===== src/rtl/dspl_fmt_counter.sv =====
// Display formatter: binary count -> four BCD digits on d5..d8 with leading-zero blanking,
// status nibble on d1, optional whole-display blink.
module dspl_fmt_counter #(
    parameter int unsigned CLK_HZ   = 100_000_000,
    parameter int unsigned BLINK_MS = 500
) (
    input  logic        clock,
    input  logic        reset,
    input  logic        load,
    input  logic [13:0] value,
    input  logic [3:0]  status,
    input  logic        status_en,
    input  logic        blink_en,
    output logic        busy,
    output logic        done,
    output logic [5:0]  d1,
    output logic [5:0]  d2,
    output logic [5:0]  d3,
    output logic [5:0]  d4,
    output logic [5:0]  d5,
    output logic [5:0]  d6,
    output logic [5:0]  d7,
    output logic [5:0]  d8
);

    localparam int unsigned BIN_W    = 14;
    localparam int unsigned BCD_W    = 16;
    localparam int unsigned CNT_W    = 4;
    localparam int unsigned SHIFTS   = 14;
    localparam int unsigned MAX_VAL  = 9999;
    localparam int unsigned TICK_CYC = (CLK_HZ / 1000 < 1) ? 1 : CLK_HZ / 1000;
    localparam int unsigned PRE_W    = (TICK_CYC > 1) ? $clog2(TICK_CYC) : 1;
    localparam int unsigned MS_W     = (BLINK_MS > 1) ? $clog2(BLINK_MS) : 1;

    typedef enum logic [1:0] {
        IDLE   = 2'd0,
        SHIFT  = 2'd1,
        COMMIT = 2'd2
    } state_t;

    state_t                  state_q, state_d;
    logic [BIN_W-1:0]        bin_q, bin_d;
    logic [BCD_W-1:0]        bcd_q, bcd_d, bcd_adj;
    logic [CNT_W-1:0]        cnt_q, cnt_d;
    logic                    ovf_q, ovf_d;
    logic                    commit;
    logic [3:0][5:0]         st_q, st_d;
    logic [PRE_W-1:0]        pre_q, pre_d;
    logic [MS_W-1:0]         ms_q, ms_d;
    logic                    phase_q, phase_d;
    logic                    tick;
    logic [3:0]              th, hu, te, un;
    logic                    en_th, en_hu, en_te;

    // Double-dabble correction: any BCD nibble >= 5 gets +3 before the shift.
    function automatic logic [BCD_W-1:0] dd_adj(input logic [BCD_W-1:0] b);
        logic [BCD_W-1:0] r;
        r = b;
        for (int i = 0; i < 4; i++) begin
            if (b[i*4 +: 4] >= 4'd5) r[i*4 +: 4] = b[i*4 +: 4] + 4'd3;
        end
        return r;
    endfunction

    always_ff @(posedge clock or posedge reset) begin
        if (reset) state_q <= IDLE;
        else       state_q <= state_d;
    end

    // Conversion FSM and datapath next-state.
    always_comb begin
        state_d = state_q;
        bin_d   = bin_q;
        bcd_d   = bcd_q;
        cnt_d   = cnt_q;
        ovf_d   = ovf_q;
        commit  = 1'b0;
        bcd_adj = dd_adj(bcd_q);
        case (state_q)
            IDLE: begin
                if (load) begin
                    ovf_d   = (value > BIN_W'(MAX_VAL));
                    bin_d   = ovf_d ? BIN_W'(MAX_VAL) : value;
                    bcd_d   = '0;
                    cnt_d   = '0;
                    state_d = SHIFT;
                end
            end
            SHIFT: begin
                bcd_d = {bcd_adj[BCD_W-2:0], bin_q[BIN_W-1]};
                bin_d = {bin_q[BIN_W-2:0], 1'b0};
                cnt_d = cnt_q + CNT_W'(1);
                if (cnt_q == CNT_W'(SHIFTS - 1)) state_d = COMMIT;
            end
            COMMIT: begin
                commit  = 1'b1;
                state_d = IDLE;
            end
            default: state_d = IDLE;
        endcase
    end

    // Digit codes with leading-zero blanking; units digit always lit, its point flags saturation.
    always_comb begin
        th    = bcd_q[15:12];
        hu    = bcd_q[11:8];
        te    = bcd_q[7:4];
        un    = bcd_q[3:0];
        en_th = |th;
        en_hu = en_th | (|hu);
        en_te = en_hu | (|te);
        st_d  = st_q;
        if (commit) begin
            st_d[0] = {en_th, th, 1'b0};
            st_d[1] = {en_hu, hu, 1'b0};
            st_d[2] = {en_te, te, 1'b0};
            st_d[3] = {1'b1,  un, ovf_q};
        end
    end

    // Blink timing: ms prescaler then half-period counter; held idle while blink is off.
    always_comb begin
        pre_d   = pre_q;
        ms_d    = ms_q;
        phase_d = phase_q;
        tick    = 1'b0;
        if (!blink_en) begin
            pre_d   = '0;
            ms_d    = '0;
            phase_d = 1'b1;
        end else begin
            tick  = (pre_q == PRE_W'(TICK_CYC - 1));
            pre_d = tick ? '0 : pre_q + PRE_W'(1);
            if (tick) begin
                if (ms_q == MS_W'(BLINK_MS - 1)) begin
                    ms_d    = '0;
                    phase_d = ~phase_q;
                end else begin
                    ms_d = ms_q + MS_W'(1);
                end
            end
        end
    end

    always_ff @(posedge clock or posedge reset) begin
        if (reset) begin
            bin_q   <= '0;
            bcd_q   <= '0;
            cnt_q   <= '0;
            ovf_q   <= 1'b0;
            st_q    <= '0;
            pre_q   <= '0;
            ms_q    <= '0;
            phase_q <= 1'b1;
        end else begin
            bin_q   <= bin_d;
            bcd_q   <= bcd_d;
            cnt_q   <= cnt_d;
            ovf_q   <= ovf_d;
            st_q    <= st_d;
            pre_q   <= pre_d;
            ms_q    <= ms_d;
            phase_q <= phase_d;
        end
    end

    // Output registers use next-cycle phase so the enable mask lines up with the stored code.
    always_ff @(posedge clock or posedge reset) begin
        if (reset) begin
            busy <= 1'b0;
            done <= 1'b0;
            d1   <= '0;
            d5   <= '0;
            d6   <= '0;
            d7   <= '0;
            d8   <= '0;
        end else begin
            busy <= (state_d != IDLE);
            done <= commit;
            d1   <= {status_en & phase_d, status, 1'b0};
            d5   <= {st_d[0][5] & phase_d, st_d[0][4:0]};
            d6   <= {st_d[1][5] & phase_d, st_d[1][4:0]};
            d7   <= {st_d[2][5] & phase_d, st_d[2][4:0]};
            d8   <= {st_d[3][5] & phase_d, st_d[3][4:0]};
        end
    end

    assign d2 = 6'b0;
    assign d3 = 6'b0;
    assign d4 = 6'b0;

endmodule


===== config.mk =====
export PLATFORM = sky130hd
export DESIGN_NAME = dspl_fmt_counter
export DESIGN_NICKNAME = d
export VERILOG_FILES = /design/src/rtl/dspl_fmt_counter.sv
export SDC_FILE = /design/constraint.sdc
export NUM_CORES = 1
export LEC_CHECK = 0
export ABC_CLOCK_PERIOD_IN_PS = 2760
export BUFFER_PORTS_ARGS = -buffer_cell sky130_fd_sc_hd__buf_2
export CAP_MARGIN = 0
export CORE_MARGIN = 4
export CORE_UTILIZATION = 45
export CTS_CLUSTER_DIAMETER = 60
export DETAILED_ROUTE_END_ITERATION = 12
export HOLD_SLACK_MARGIN = 0.02
export PLACE_DENSITY = 0.66
export SLEW_MARGIN = 20
export SYNTH_ARGS = -nofsm -noshare
export SYNTH_HDL_FRONTEND = slang
export SYNTH_SLANG_ARGS = --single-unit

===== constraint.sdc =====
create_clock -name clock -period 2.76 [get_ports clock]
set_input_delay 0 -clock clock [delete_from_list [all_inputs] [get_ports clock]]
set_output_delay 0 -clock clock [all_outputs]
set_load 0.03 [all_outputs]

==> run_results.csv <==
group,metric,value,unit
logic_synthesis,seq_area_frac_synth,50.5,%
logic_synthesis,synth_async_sr_flop_share,100,%
logic_synthesis,yosysTopAreaCell,"dfrtp_1",
clock_tree,post_cts_buffers,0,
setup_path,start_kind,"register",
detailed_routing,dr.pass1.iters,4,
timing,tightestPinTransition,0.825,ns
die,die_x,111,um
die,die-area,12300,um2
logic_synthesis,syn_area,4760,um2
setup_path,cp.required,3.05,ns
logic_synthesis,ys_top_cells_by_area,"dfrtp_1, buf_4, nand2_1",
power,p_seq_share,43.3,%
setup_path,crit_arrival,2.47,ns
die,placementRows,37,
timing,slew_headroom,44.9,%
global_routing,gr-usage-all-layers,15.2,%
placed_design,place_area,4910,um2
detailed_routing,routed_wl,9000,um
setup_path,r2r-start,"pre_q[0]",
timing,fin_tns_setup,0,ns
power,leakage,2.52,nW
clock_tree,numClockSinks,96,
detailed_routing,drc,0,
clock_tree,root_buffer,"clkbuf_8",
timing,fmax,459,MHz
setup_path,crit_path_start,"pre_q[0]",
global_routing,gr-total-overflow,0,
logic_synthesis,synth_top_area_share,50.0,%
timing,finalCritPeriodShare,78.9,%
detailed_routing,wl_per_cell,13.6,um
timing,clock-skew-final,0.0116,ns
outcome,status,"finished, final reports clean",
clock_tree,clk_pin_slew,0.10,ns
power,p_int,2.89,mW
power,p_sw_share,39.6,%
clock_tree,h-tree-depth,3,
flow_run,maxCapViolCount,0,
die,start_util,46.1,%
min_path,hold_start,"value[12]",
logic_synthesis,syn_area_per_cell,10.1,um2
global_routing,grt_pass1_vias,3419,
logic_synthesis,synth_commonest_cells,"dfrtp_1, nand2_1, buf_4",
timing,final_max_slew_viol_count,0,
setup_path,crit_slowest_cell,"or4_1",
placed_design,place_congestion,0.831,
power,power-per-cell-area,900,nW/um2
final_layout,diodes,0,
die,die_height,111,um
power,power_frac_clock,19.1,%
detailed_routing,via_per_inst,5.23,
power,comb_power_share,37.6,%
power,switchingPower,1.90,mW
global_routing,antenna_found_initial,0,
setup_path,cp_top_family,"simple AND/OR/NAND/NOR gates",
logic_synthesis,synth_edf_count,0,
min_path,worst_hold_path_type,"primary input to register",
detailed_routing,detail-route-antenna-nets,0,
logic_synthesis,ys_seq_elements,96,
setup_path,critPathCaptureType,"register",
logic_synthesis,synth_cell_types,53,
global_routing,grt_max_degree,51,
clock_tree,cts_buffers,9,
setup_path,critPathMaxStageDelay,0.61,ns
die,core_area,10300,um2
logic_synthesis,postSynthCellCount,473,
logic_synthesis,ys_warn_count,0,
power,peakVddDrop,0.396,mV
clock_tree,clock_latency,0.37,ns
timing,period_minus_slack,2.18,ns
placed_design,io_buffer_count,50,
setup_path,critPathKind,"register to register",
setup_path,worst-path-buf-inv,0,
timing,finalHoldViolCount,0,
logic_synthesis,synth_most_common_cell,"dfrtp_1",
setup_path,crit_fanout,11,
timing,rsz0062_at_grt,"false",
final_layout,final_util,51.5,%
timing,finalSetupViolations,0,
logic_synthesis,postSynth.topFlopCell,"dfrtp_1",
setup_path,reg2reg_slack,0.58,ns
detailed_routing,vias,3470,
final_layout,stdcell_area,5320,um2
final_layout,drive_gt1_share,15.9,%
die,io_pins,73,
detailed_routing,drtIter0Drc,186,
final_layout,area_delta_synth_final,11.8,%
global_routing,grt_pass1_wl,15800,um
timing,hold_ws,0.104,ns
setup_path,path_cells,"ha_1, and4_1, nand4_1, or4_1, a21boi_0",
clock_tree,clockBufferDepth,2,
placed_design,place_hpwl,6180,um
final_layout,nets,561,
clock_tree,cts_tree,"done",
[logic make-up (layout without fill, tap and decap cells)]
| family | Yosys count | in the layout | share of synthesized area [%] |
|---|---|---|---|
| XOR/XNOR | 18 | 18 | 3.31 |
| other | 1 | 22 | 0.0788 |
| adder cells (fa/ha/maj) | 15 | 15 | 3.95 |
| AO/OA/AOI/OAI | 94 | 94 | 12.7 |
| multiplexers | 9 | 9 | 2.00 |
| flip-flops | 96 | 96 | 50.5 |
| buffers and inverters | 76 | 110 | 9.60 |
| AND/OR/NAND/NOR | 164 | 164 | 17.9 |
[cell usage in the layout, fill, tap and decap left out, drive strengths merged, types with 4 or more instances in the layout]
master,count
mux2,4
nand2b,10
xor2,5
nor2,23
inv,23
a21oi,15
nand3,13
mux2i,5
o31ai,6
a32o,4
nand4,10
buf,54
xnor2,13
ha,15
clkbuf,10
nor4,4
o22ai,15
nand2,67
o21ai,32
nor3b,6
a222oi,4
dlygate4sd3,21
conb,22
dfrtp,95
[worst paths after layout]
kind | endpoint | depth (start not counted)
min in group asynchronous | d1[4] | 3
worst min-delay path | bin_q[12] | 4
worst max-delay path | ms_q[8] | 5
worst max register to register | ms_q[8] | 5
max in group asynchronous | phase_q | 4
worst min register to register | d8[0] | 2
[power groups by stage]
| stage | combinational [mW] | sequential [mW] | clock, mW |
|---|---|---|---|
| after floorplan | 1.50 | 2.08 | 0 |
| after global placement | 1.72 | 2.09 | 0 |
| after detailed placement | 1.78 | 2.10 | 0 |
| after CTS | 1.81 | 2.07 | 0.950 |
| after global routing | 2.02 | 2.13 | 1.00 |
| final | 1.80 | 2.07 | 0.913 |
[layout make-up]
class | instances | area, um2
multi-input cells | 322 | 1980
clock buffers | 10 | 138
well taps | 136 | 170
flip-flops and latches | 96 | 2400
clock inverters | 6 | 57.6
inverters | 19 | 72.6
repair buffers | 75 | 503
fillers | 959 | 5000
[flip-flops by register name, indices dropped and copies added (netlist names)]
register,flops
pre_q,17
bcd_q,16
ms_q,9
done,1
st_q,4
busy,1
phase_q,1
bin_q,14
ovf_q,1
d1,5
cnt_q,4
d5,5
d8,6
d6,5
state_q,2
d7,5
[worst reg2reg max path, cell delays in order (launching register included)]
cell and delay [ns]:
dfrtp_1 0.43, ha_1 0.25, and4_1 0.30, nand4_1 0.36
or4_1 0.61, a21boi_0 0.16
[metrics by stage]
step | instances | setup WS (ns) | total power [mW]
after global routing | 664 | 0.381 | 5.16
after CTS | 664 | 0.595 | 4.84
after floorplan | 494 | 0.256 | 3.58
after global placement | 627 | 0.690 | 3.81
after detailed placement | 627 | 0.621 | 3.88
final | 664 | 0.581 | 4.79
[routing by layer]
layer,global-route usage (%),vias to the layer above,wire [um]
met5,0,-,0
met4,4.27,0,129
met3,4.20,12,447
met2,24.5,80,4180
met1,20.2,1695,4250
li1,-,1683,-
[timing repair]
| item | in CTS | in global routing |
|---|---|---|
| resized for setup | 0 | 0 |
| hold buffers | 21 | 0 |
| hold endpoints to repair | 65 | 0 |
No activity file was read; power rests on OpenSTA's default activity.
